$ cat config.mk
export PLATFORM = sky130hd
export DESIGN_NAME = pcie_axis_traffic_engine_flat
export DESIGN_NICKNAME = d
export VERILOG_FILES = /design/src/rtl/pcie_axis_traffic_engine_if.sv /design/src/rtl/pcie_axis_traffic_engine.sv /design/src/flat_wrapper.sv
export SDC_FILE = /design/constraint.sdc
export NUM_CORES = 1
export LEC_CHECK = 0
export BUFFER_PORTS_ARGS = -buffer_cell sky130_fd_sc_hd__buf_2
export CORE_MARGIN = 4
export CORE_UTILIZATION = 55
export DETAILED_ROUTE_END_ITERATION = 7
export PLACE_DENSITY = 0.87
export SYNTH_ARGS = -nofsm -noshare
export SYNTH_HDL_FRONTEND = slang
export SYNTH_SLANG_ARGS = --single-unit
$ cat constraint.sdc
create_clock -name clk -period 11.1 [get_ports clk]
set_clock_uncertainty 0.2 [all_clocks]
set_input_delay 1.665 -clock clk [delete_from_list [all_inputs] [get_ports clk]]
set_output_delay 1.665 -clock clk [all_outputs]
set_load 0.01 [all_outputs]
$ cat src/rtl/pcie_axis_traffic_engine_if.sv
// TX/RX AXI-Stream bundle between the traffic engine and the PCIe AXI bridge.
// The master modport is the engine side, the slave modport is the bridge side.
interface pcie_axis_traffic_engine_if;
    logic [31:0] s_axis_tx_tdata;
    logic [3:0]  s_axis_tx_tkeep;
    logic [3:0]  s_axis_tx_tuser;
    logic        s_axis_tx_tlast;
    logic        s_axis_tx_tvalid;
    logic        s_axis_tx_tready;
    logic [31:0] m_axis_rx_tdata;
    logic [3:0]  m_axis_rx_tkeep;
    logic        m_axis_rx_tlast;
    logic        m_axis_rx_tvalid;
    logic        m_axis_rx_tready;
    logic        rx_np_ok;

    modport master (
        output s_axis_tx_tdata, s_axis_tx_tkeep, s_axis_tx_tuser,
        output s_axis_tx_tlast, s_axis_tx_tvalid,
        input  s_axis_tx_tready,
        input  m_axis_rx_tdata, m_axis_rx_tkeep, m_axis_rx_tlast, m_axis_rx_tvalid,
        output m_axis_rx_tready, rx_np_ok
    );

    modport slave (
        input  s_axis_tx_tdata, s_axis_tx_tkeep, s_axis_tx_tuser,
        input  s_axis_tx_tlast, s_axis_tx_tvalid,
        output s_axis_tx_tready,
        output m_axis_rx_tdata, m_axis_rx_tkeep, m_axis_rx_tlast, m_axis_rx_tvalid,
        input  m_axis_rx_tready, rx_np_ok
    );
endinterface

$ cat src/rtl/pcie_axis_traffic_engine.sv
// PCIe AXI bridge traffic engine: TX sources bursts of incrementing-word packets,
// RX checks incoming packets against the same pattern and the per-function size.
module pcie_axis_traffic_engine #(
    parameter int CONTROL_PACKET_SIZE = 128,
    parameter int DATA_PACKET_SIZE    = 512,
    parameter int COUNT_WIDTH         = 24
) (
    input  logic                        clk,
    input  logic                        rst_n,
    input  logic                        user_lnk_up,
    input  logic [2:0]                  cfg_function_number,
    input  logic                        i_tx_start,
    input  logic [15:0]                 i_tx_packet_count,
    input  logic                        i_clear,
    pcie_axis_traffic_engine_if.master  axis,
    output logic                        o_tx_busy,
    output logic                        o_tx_done,
    output logic                        o_tx_abort,
    output logic [15:0]                 o_rx_packet_count,
    output logic [15:0]                 o_rx_error_count,
    output logic                        o_rx_error
);
    localparam logic [COUNT_WIDTH-1:0] CNT_ZERO  = {COUNT_WIDTH{1'b0}};
    localparam logic [COUNT_WIDTH-1:0] CNT_ONE   = COUNT_WIDTH'(1);
    localparam logic [COUNT_WIDTH-1:0] CTRL_SIZE = COUNT_WIDTH'(CONTROL_PACKET_SIZE);
    localparam logic [COUNT_WIDTH-1:0] DATA_SIZE = COUNT_WIDTH'(DATA_PACKET_SIZE);

    // Packet length in words for a PCIe function; unused functions have no packets.
    function automatic logic [COUNT_WIDTH-1:0] size_of(input logic [2:0] fn);
        logic [COUNT_WIDTH-1:0] sz;
        case (fn)
            3'd0:    sz = CTRL_SIZE;
            3'd1:    sz = DATA_SIZE;
            default: sz = CNT_ZERO;
        endcase
        return sz;
    endfunction

    typedef enum logic [1:0] {
        TX_IDLE = 2'd0,
        TX_SEND = 2'd1,
        TX_GAP  = 2'd2,
        TX_DONE = 2'd3
    } tx_state_t;

    tx_state_t              tx_state_r, tx_state_s;
    logic [COUNT_WIDTH-1:0] tx_idx_r, tx_idx_s;
    logic [COUNT_WIDTH-1:0] tx_size_r, tx_size_s;
    logic [15:0]            tx_pkts_r, tx_pkts_s;
    logic                   tx_valid_r, tx_valid_s;
    logic                   tx_last_r, tx_last_s;
    logic                   tx_busy_r, tx_busy_s;
    logic                   tx_done_r, tx_done_s;
    logic                   tx_abort_r, tx_abort_s;
    logic [COUNT_WIDTH-1:0] start_size_s;
    logic                   tx_xfer_s;

    logic                   rx_rdy_r;
    logic [COUNT_WIDTH-1:0] rx_idx_r, rx_idx_s;
    logic [COUNT_WIDTH-1:0] rx_size_r, rx_size_s;
    logic [31:0]            rx_exp_r, rx_exp_s;
    logic [15:0]            rx_pkt_r, rx_pkt_s;
    logic [15:0]            rx_err_cnt_r, rx_err_cnt_s;
    logic                   rx_err_r, rx_err_s;
    logic                   rx_beat_s;
    logic [COUNT_WIDTH-1:0] rx_cur_size_s;
    logic                   rx_at_end_s;
    logic                   rx_bad_s;

    assign start_size_s = size_of(cfg_function_number);
    assign tx_xfer_s    = tx_valid_r & axis.s_axis_tx_tready;

    // TX next-state and next-output logic; link loss in SEND/GAP aborts the burst.
    always_comb begin
        tx_state_s = tx_state_r;
        tx_idx_s   = tx_idx_r;
        tx_size_s  = tx_size_r;
        tx_pkts_s  = tx_pkts_r;
        tx_valid_s = tx_valid_r;
        tx_last_s  = tx_last_r;
        tx_abort_s = 1'b0;
        case (tx_state_r)
            TX_IDLE: begin
                tx_valid_s = 1'b0;
                tx_last_s  = 1'b0;
                if (i_tx_start && user_lnk_up) begin
                    tx_size_s = start_size_s;
                    tx_pkts_s = i_tx_packet_count;
                    tx_idx_s  = CNT_ZERO;
                    if ((start_size_s == CNT_ZERO) || (i_tx_packet_count == 16'd0)) begin
                        tx_state_s = TX_DONE;
                    end else begin
                        tx_state_s = TX_SEND;
                        tx_valid_s = 1'b1;
                        tx_last_s  = (start_size_s == CNT_ONE);
                    end
                end else begin
                    tx_state_s = TX_IDLE;
                end
            end
            TX_SEND: begin
                if (!user_lnk_up) begin
                    tx_state_s = TX_IDLE;
                    tx_valid_s = 1'b0;
                    tx_last_s  = 1'b0;
                    tx_idx_s   = CNT_ZERO;
                    tx_abort_s = 1'b1;
                end else if (tx_xfer_s) begin
                    if (tx_last_r) begin
                        tx_valid_s = 1'b0;
                        tx_last_s  = 1'b0;
                        tx_idx_s   = CNT_ZERO;
                        tx_pkts_s  = tx_pkts_r - 16'd1;
                        if (tx_pkts_r > 16'd1) begin
                            tx_state_s = TX_GAP;
                        end else begin
                            tx_state_s = TX_DONE;
                        end
                    end else begin
                        tx_idx_s  = tx_idx_r + CNT_ONE;
                        tx_last_s = ((tx_idx_r + CNT_ONE) == (tx_size_r - CNT_ONE));
                    end
                end else begin
                    tx_state_s = TX_SEND;
                end
            end
            TX_GAP: begin
                if (!user_lnk_up) begin
                    tx_state_s = TX_IDLE;
                    tx_valid_s = 1'b0;
                    tx_last_s  = 1'b0;
                    tx_abort_s = 1'b1;
                end else begin
                    tx_state_s = TX_SEND;
                    tx_idx_s   = CNT_ZERO;
                    tx_valid_s = 1'b1;
                    tx_last_s  = (tx_size_r == CNT_ONE);
                end
            end
            TX_DONE: begin
                tx_state_s = TX_IDLE;
            end
            default: begin
                tx_state_s = TX_IDLE;
                tx_valid_s = 1'b0;
                tx_last_s  = 1'b0;
            end
        endcase
        tx_busy_s = (tx_state_s != TX_IDLE);
        tx_done_s = (tx_state_s == TX_DONE);
    end

    assign rx_beat_s     = axis.m_axis_rx_tvalid & rx_rdy_r;
    assign rx_cur_size_s = (rx_idx_r == CNT_ZERO) ? size_of(cfg_function_number) : rx_size_r;
    assign rx_at_end_s   = (rx_idx_r == (rx_cur_size_s - CNT_ONE));
    assign rx_bad_s      = (axis.m_axis_rx_tdata != rx_exp_r) ||
                           (axis.m_axis_rx_tkeep != 4'hF) ||
                           (axis.m_axis_rx_tlast && !rx_at_end_s) ||
                           (!axis.m_axis_rx_tlast && rx_at_end_s) ||
                           (rx_cur_size_s == CNT_ZERO);

    // RX checker: tracks position/expected word, counts packets and bad beats.
    always_comb begin
        rx_idx_s     = rx_idx_r;
        rx_size_s    = rx_size_r;
        rx_exp_s     = rx_exp_r;
        rx_pkt_s     = rx_pkt_r;
        rx_err_cnt_s = rx_err_cnt_r;
        rx_err_s     = rx_err_r;
        if (!user_lnk_up) begin
            rx_idx_s = CNT_ZERO;
            rx_exp_s = 32'd0;
        end else if (rx_beat_s) begin
            rx_size_s = rx_cur_size_s;
            if (axis.m_axis_rx_tlast) begin
                rx_idx_s = CNT_ZERO;
                rx_exp_s = 32'd0;
                if (rx_pkt_r != 16'hFFFF) begin
                    rx_pkt_s = rx_pkt_r + 16'd1;
                end else begin
                    rx_pkt_s = rx_pkt_r;
                end
            end else begin
                rx_idx_s = rx_idx_r + CNT_ONE;
                rx_exp_s = axis.m_axis_rx_tdata + 32'd1;
            end
            if (rx_bad_s) begin
                rx_err_s = 1'b1;
                if (rx_err_cnt_r != 16'hFFFF) begin
                    rx_err_cnt_s = rx_err_cnt_r + 16'd1;
                end else begin
                    rx_err_cnt_s = rx_err_cnt_r;
                end
            end else begin
                rx_err_s = rx_err_r;
            end
        end else begin
            rx_idx_s = rx_idx_r;
        end
        // Clear overrides any status update from a beat in the same cycle.
        if (i_clear) begin
            rx_pkt_s     = 16'd0;
            rx_err_cnt_s = 16'd0;
            rx_err_s     = 1'b0;
        end else begin
            rx_err_s = rx_err_s;
        end
    end

    // State and output registers for both halves.
    always_ff @(posedge clk or negedge rst_n) begin
        if (!rst_n) begin
            tx_state_r   <= TX_IDLE;
            tx_idx_r     <= CNT_ZERO;
            tx_size_r    <= CNT_ZERO;
            tx_pkts_r    <= 16'd0;
            tx_valid_r   <= 1'b0;
            tx_last_r    <= 1'b0;
            tx_busy_r    <= 1'b0;
            tx_done_r    <= 1'b0;
            tx_abort_r   <= 1'b0;
            rx_rdy_r     <= 1'b0;
            rx_idx_r     <= CNT_ZERO;
            rx_size_r    <= CNT_ZERO;
            rx_exp_r     <= 32'd0;
            rx_pkt_r     <= 16'd0;
            rx_err_cnt_r <= 16'd0;
            rx_err_r     <= 1'b0;
        end else begin
            tx_state_r   <= tx_state_s;
            tx_idx_r     <= tx_idx_s;
            tx_size_r    <= tx_size_s;
            tx_pkts_r    <= tx_pkts_s;
            tx_valid_r   <= tx_valid_s;
            tx_last_r    <= tx_last_s;
            tx_busy_r    <= tx_busy_s;
            tx_done_r    <= tx_done_s;
            tx_abort_r   <= tx_abort_s;
            rx_rdy_r     <= user_lnk_up;
            rx_idx_r     <= rx_idx_s;
            rx_size_r    <= rx_size_s;
            rx_exp_r     <= rx_exp_s;
            rx_pkt_r     <= rx_pkt_s;
            rx_err_cnt_r <= rx_err_cnt_s;
            rx_err_r     <= rx_err_s;
        end
    end

    assign axis.s_axis_tx_tdata  = 32'(tx_idx_r);
    assign axis.s_axis_tx_tkeep  = 4'hF;
    assign axis.s_axis_tx_tuser  = 4'h0;
    assign axis.s_axis_tx_tlast  = tx_last_r;
    assign axis.s_axis_tx_tvalid = tx_valid_r;
    assign axis.m_axis_rx_tready = rx_rdy_r;
    assign axis.rx_np_ok         = rx_rdy_r;
    assign o_tx_busy             = tx_busy_r;
    assign o_tx_done             = tx_done_r;
    assign o_tx_abort            = tx_abort_r;
    assign o_rx_packet_count     = rx_pkt_r;
    assign o_rx_error_count      = rx_err_cnt_r;
    assign o_rx_error            = rx_err_r;
endmodule

$ cat src/flat_wrapper.sv
// flat-port wrapper written by rule: the top's interface ports become plain ports
module pcie_axis_traffic_engine_flat 
#(
    parameter int CONTROL_PACKET_SIZE = 128,
    parameter int DATA_PACKET_SIZE    = 512,
    parameter int COUNT_WIDTH         = 24
)
  (clk, rst_n, user_lnk_up, cfg_function_number, i_tx_start, i_tx_packet_count, i_clear, o_tx_busy, o_tx_done, o_tx_abort, o_rx_packet_count, o_rx_error_count, o_rx_error, axis_s_axis_tx_tdata, axis_s_axis_tx_tkeep, axis_s_axis_tx_tuser, axis_s_axis_tx_tlast, axis_s_axis_tx_tvalid, axis_s_axis_tx_tready, axis_m_axis_rx_tdata, axis_m_axis_rx_tkeep, axis_m_axis_rx_tlast, axis_m_axis_rx_tvalid, axis_m_axis_rx_tready, axis_rx_np_ok);
  pcie_axis_traffic_engine_if axis_i ();
  input  logic clk;
  input  logic rst_n;
  input  logic user_lnk_up;
  input  logic [2:0] cfg_function_number;
  input  logic i_tx_start;
  input  logic [15:0] i_tx_packet_count;
  input  logic i_clear;
  output logic o_tx_busy;
  output logic o_tx_done;
  output logic o_tx_abort;
  output logic [15:0] o_rx_packet_count;
  output logic [15:0] o_rx_error_count;
  output logic o_rx_error;
  output wire logic [$bits(axis_i.s_axis_tx_tdata)-1:0] axis_s_axis_tx_tdata;
  output wire logic [$bits(axis_i.s_axis_tx_tkeep)-1:0] axis_s_axis_tx_tkeep;
  output wire logic [$bits(axis_i.s_axis_tx_tuser)-1:0] axis_s_axis_tx_tuser;
  output wire logic [$bits(axis_i.s_axis_tx_tlast)-1:0] axis_s_axis_tx_tlast;
  output wire logic [$bits(axis_i.s_axis_tx_tvalid)-1:0] axis_s_axis_tx_tvalid;
  input wire logic [$bits(axis_i.s_axis_tx_tready)-1:0] axis_s_axis_tx_tready;
  input wire logic [$bits(axis_i.m_axis_rx_tdata)-1:0] axis_m_axis_rx_tdata;
  input wire logic [$bits(axis_i.m_axis_rx_tkeep)-1:0] axis_m_axis_rx_tkeep;
  input wire logic [$bits(axis_i.m_axis_rx_tlast)-1:0] axis_m_axis_rx_tlast;
  input wire logic [$bits(axis_i.m_axis_rx_tvalid)-1:0] axis_m_axis_rx_tvalid;
  output wire logic [$bits(axis_i.m_axis_rx_tready)-1:0] axis_m_axis_rx_tready;
  output wire logic [$bits(axis_i.rx_np_ok)-1:0] axis_rx_np_ok;
  assign axis_s_axis_tx_tdata = axis_i.s_axis_tx_tdata;
  assign axis_s_axis_tx_tkeep = axis_i.s_axis_tx_tkeep;
  assign axis_s_axis_tx_tuser = axis_i.s_axis_tx_tuser;
  assign axis_s_axis_tx_tlast = axis_i.s_axis_tx_tlast;
  assign axis_s_axis_tx_tvalid = axis_i.s_axis_tx_tvalid;
  assign axis_i.s_axis_tx_tready = axis_s_axis_tx_tready;
  assign axis_i.m_axis_rx_tdata = axis_m_axis_rx_tdata;
  assign axis_i.m_axis_rx_tkeep = axis_m_axis_rx_tkeep;
  assign axis_i.m_axis_rx_tlast = axis_m_axis_rx_tlast;
  assign axis_i.m_axis_rx_tvalid = axis_m_axis_rx_tvalid;
  assign axis_m_axis_rx_tready = axis_i.m_axis_rx_tready;
  assign axis_rx_np_ok = axis_i.rx_np_ok;
  pcie_axis_traffic_engine #(.CONTROL_PACKET_SIZE(CONTROL_PACKET_SIZE), .DATA_PACKET_SIZE(DATA_PACKET_SIZE), .COUNT_WIDTH(COUNT_WIDTH)) u_core (.clk(clk), .rst_n(rst_n), .user_lnk_up(user_lnk_up), .cfg_function_number(cfg_function_number), .i_tx_start(i_tx_start), .i_tx_packet_count(i_tx_packet_count), .i_clear(i_clear), .axis(axis_i), .o_tx_busy(o_tx_busy), .o_tx_done(o_tx_done), .o_tx_abort(o_tx_abort), .o_rx_packet_count(o_rx_packet_count), .o_rx_error_count(o_rx_error_count), .o_rx_error(o_rx_error));
endmodule
==> flow_metrics.env <==
export IMPL_antenna_found_initial=0
export IMPL_synth_simple_gate_area_frac=0.266
export IMPL_dieWidth_um=146
export IMPL_ff_latch_area_um2=4080
export IMPL_grt_ovfl_total=0
export IMPL_routedWlPerCell_um=16.5
export IMPL_synthXorXnorAreaFrac=0.0936
export IMPL_routed_wl_um=26200
export IMPL_fill_cells=1572
export IMPL_worst_pin_slew_ns=1.05
export IMPL_port_buffers=126
export IMPL_cp_num_buf_inv=1
export IMPL_hold_viol_final=0
export IMPL_p_per_area_nw_per_um2=124
export IMPL_finalSetupViolCount=0
export IMPL_ys_types=75
export IMPL_die_area_um2=21300
export IMPL_synthMuxAreaShare=0.0131
export IMPL_synthCells=1253
export IMPL_critPathArrivalTime_ns=6.12
export IMPL_leakage_nw=5.24
export IMPL_critPathKind="register to register"
export IMPL_outcome="finished clean"
export IMPL_critPathSlowestCell="mux2i_4"
export IMPL_whs_ns=0.292
export IMPL_max_slew_margin=0.298
export IMPL_synth_fa_ha_area_frac=0.0191
export IMPL_diodes=0
export IMPL_crit_path_end_kind="register"
export IMPL_ir_drop_mv=0.105
export IMPL_cpPeakStageDelay_ns=0.66
export IMPL_tns_ns=0
export IMPL_dp_cells=1556
export IMPL_min_period_ns=6.00
export IMPL_drc_errors=0
export IMPL_drive_gt1_frac=0.139
export IMPL_maxCapViolCount=0
export IMPL_slew_viol_final=0
export IMPL_final_nets=1420
export IMPL_drtAntennaViolNets=0
export IMPL_multi_input_area_um2=5940
export IMPL_final_core_util=0.627
export IMPL_cts_clk_slew_worst_paths_ns=0.07
export IMPL_ys_seq_elements=163
export IMPL_async_flop_share=1.00
export IMPL_numCtsBuffers=17
export IMPL_via_per_inst=6.10
export IMPL_yosys_warnings=0
export IMPL_cp_required_ns=11.22
export IMPL_fin_cells=1588
export IMPL_io_pins=143
export IMPL_rsz0062_at_grt="false"
export IMPL_grt_pass1_wl_um=43900
export IMPL_cts_setup_buffers=0
export IMPL_min_path_type="register to register"
export IMPL_syn_cell_area_um2=10500
export IMPL_die_h_um=146
export IMPL_mostFrequentLayoutCells="163 x dfrtp_1, 142 x nand2_1, 130 x o21ai_0"
export IMPL_finalCritPeriodShare=0.540
export IMPL_cts_tree="done"
export IMPL_yosys_most_used_dff="dfrtp_1"
export IMPL_ctsHoldBuffers=0
export IMPL_path_cells="inv_1, ha_1, nor4b_1, nand4_1, nand2b_1, nand2_1, ha_1, or4b_1, nor3_1, o2111a_1, o21ai_0, a2111oi_1, nand4b_4, mux2i_4, nor3_1, mux2_4"
export IMPL_core_um2=18700
export IMPL_critical_path_max_fanout=31
export IMPL_grt_usage=0.242
export IMPL_vias=9679
export IMPL_final_common_cell="dfrtp_1"
export IMPL_cts_sinks=163
export IMPL_hpwl_um=18500
export IMPL_crit_family="simple AND/OR/NAND/NOR gates"
export IMPL_initial_core_util=0.560
export IMPL_dr_pass1_iters=5
export IMPL_area_delta_synth_final_pct=12.0
export IMPL_grt_start_max_net_pins=98
export IMPL_num_rows=50
export IMPL_synth_edf_count=0
export IMPL_post_cts_resize_count=0
export IMPL_synth_compound_area_share=0.168
export IMPL_grt_pass1_vias=9068
export IMPL_cts_max_level=4
export IMPL_synth_top_family_by_area="simple AND/OR/NAND/NOR gates"
export IMPL_clockBufferDepth=2
export IMPL_cts_root_buf="clkbuf_16"
export IMPL_fmax_ghz=0.167
export IMPL_yosysSeqAreaShare=0.389
export IMPL_finalPower_mw=1.45
export IMPL_critPathLaunchType="register"
export IMPL_gp_congestion=1.01
export IMPL_clk_latency_ns=0.43
export IMPL_syn_avg_cell_area_um2=8.36
export IMPL_drt_iter0_markers=668
[sequential cells by signal, summed over array words and instances (netlist names), 16 cells and up]
register,flops
u_core.rx_idx_r,24
u_core.rx_exp_r,32
u_core.tx_pkts_r,16
u_core.rx_size_r,24
u_core.o_rx_packet_count,16
u_core.tx_idx_r,24
u_core.o_rx_error_count,16
[synth_stat cells, drive strengths merged, types with 10 or more instances]
master,instances,share of area
a21oi,49,0.023
and3,28,0.017
buf,26,0.018
clkbuf,55,0.020
dfrtp,163,0.39
ha,16,0.019
inv,35,0.013
nand2,142,0.051
nand2b,14,0.0084
nand3,63,0.030
nand4,32,0.019
nor2,102,0.037
nor2b,36,0.021
nor3,30,0.014
nor4,31,0.019
o21ai,135,0.064
o22ai,10,0.0060
o31ai,17,0.012
or3,21,0.013
or4,16,0.012
xnor2,68,0.057
xor2,44,0.037
[routing by layer]
metal / GRT usage / vias up / routed length (µm)
li1: - / 4641 / -
met1: 0.333 / 4598 / 11600
met2: 0.394 / 396 / 12300
met3: 0.0466 / 44 / 1770
met4: 0.0663 / 0 / 463
met5: 0 / - / 0
[stage by stage]
stage / setup WS, ns / cell area, µm²
CTS: 5.13 / 11700
floorplan: 5.89 / 10500
finish: 5.10 / 11700
detailed placement: 5.12 / 11200
global route: 4.69 / 11700
global placement: 5.21 / 11200
[report_power, final]
part / switching [mW] / leakage [nW] / total [mW] / internal [mW]
Combinational: 0.127 / 2.74 / 0.203 / 0.0769
Clock: 0.265 / 0.279 / 0.587 / 0.322
Sequential: 0.0385 / 2.22 / 0.664 / 0.626
Total: 0.430 / 5.24 / 1.45 / 1.02
[path summary, 6_finish.rpt]
kind,cells after the start,slack [ns],endpoint,from
max,16,5.10,u_core.o_rx_error_count[12],u_core.rx_idx_r[0]
max reg2reg,16,5.10,u_core.o_rx_error_count[12],u_core.rx_idx_r[0]
max in group asynchronous,2,8.12,u_core.rx_idx_r[0],rst_n
min reg2reg,2,0.29,u_core.tx_size_r[9],u_core.tx_size_r[9]
min,2,0.29,u_core.tx_size_r[9],u_core.tx_size_r[9]
min in group asynchronous,1,1.09,u_core.tx_idx_r[22],rst_n
[worst reg2reg max path, delay by kind of cell, from the launching register on]
kind | cells | cell delay (ns)
and+or+nand+nor | 8 | 2.71
muxes | 2 | 0.99
AOI/OAI and AO/OA | 3 | 0.94
adders and majority gates | 2 | 0.52
DFF | 1 | 0.47
buffers and inverters | 1 | 0.09
[logic make-up (layout without fill, tap and decap cells)]
logic type | count (synthesis) | after routing
xor+xnor | 112 | 112
flops | 163 | 163
compound gates | 286 | 286
other cells | 2 | 16
fa+ha+maj | 16 | 16
mux | 11 | 11
simple gates | 547 | 547
buf+inv | 116 | 203
[layout make-up]
cell class                      count  share of cell area
Multi-Input combinational cell    988               0.506
Sequential cell                   163               0.348
Timing Repair Buffer              136              0.0607
Clock buffer                       18              0.0374
Tap cell                          234              0.0249
Clock inverter                     14              0.0123
Inverter                           35              0.0112
Power figures use the tool's default switching activity.
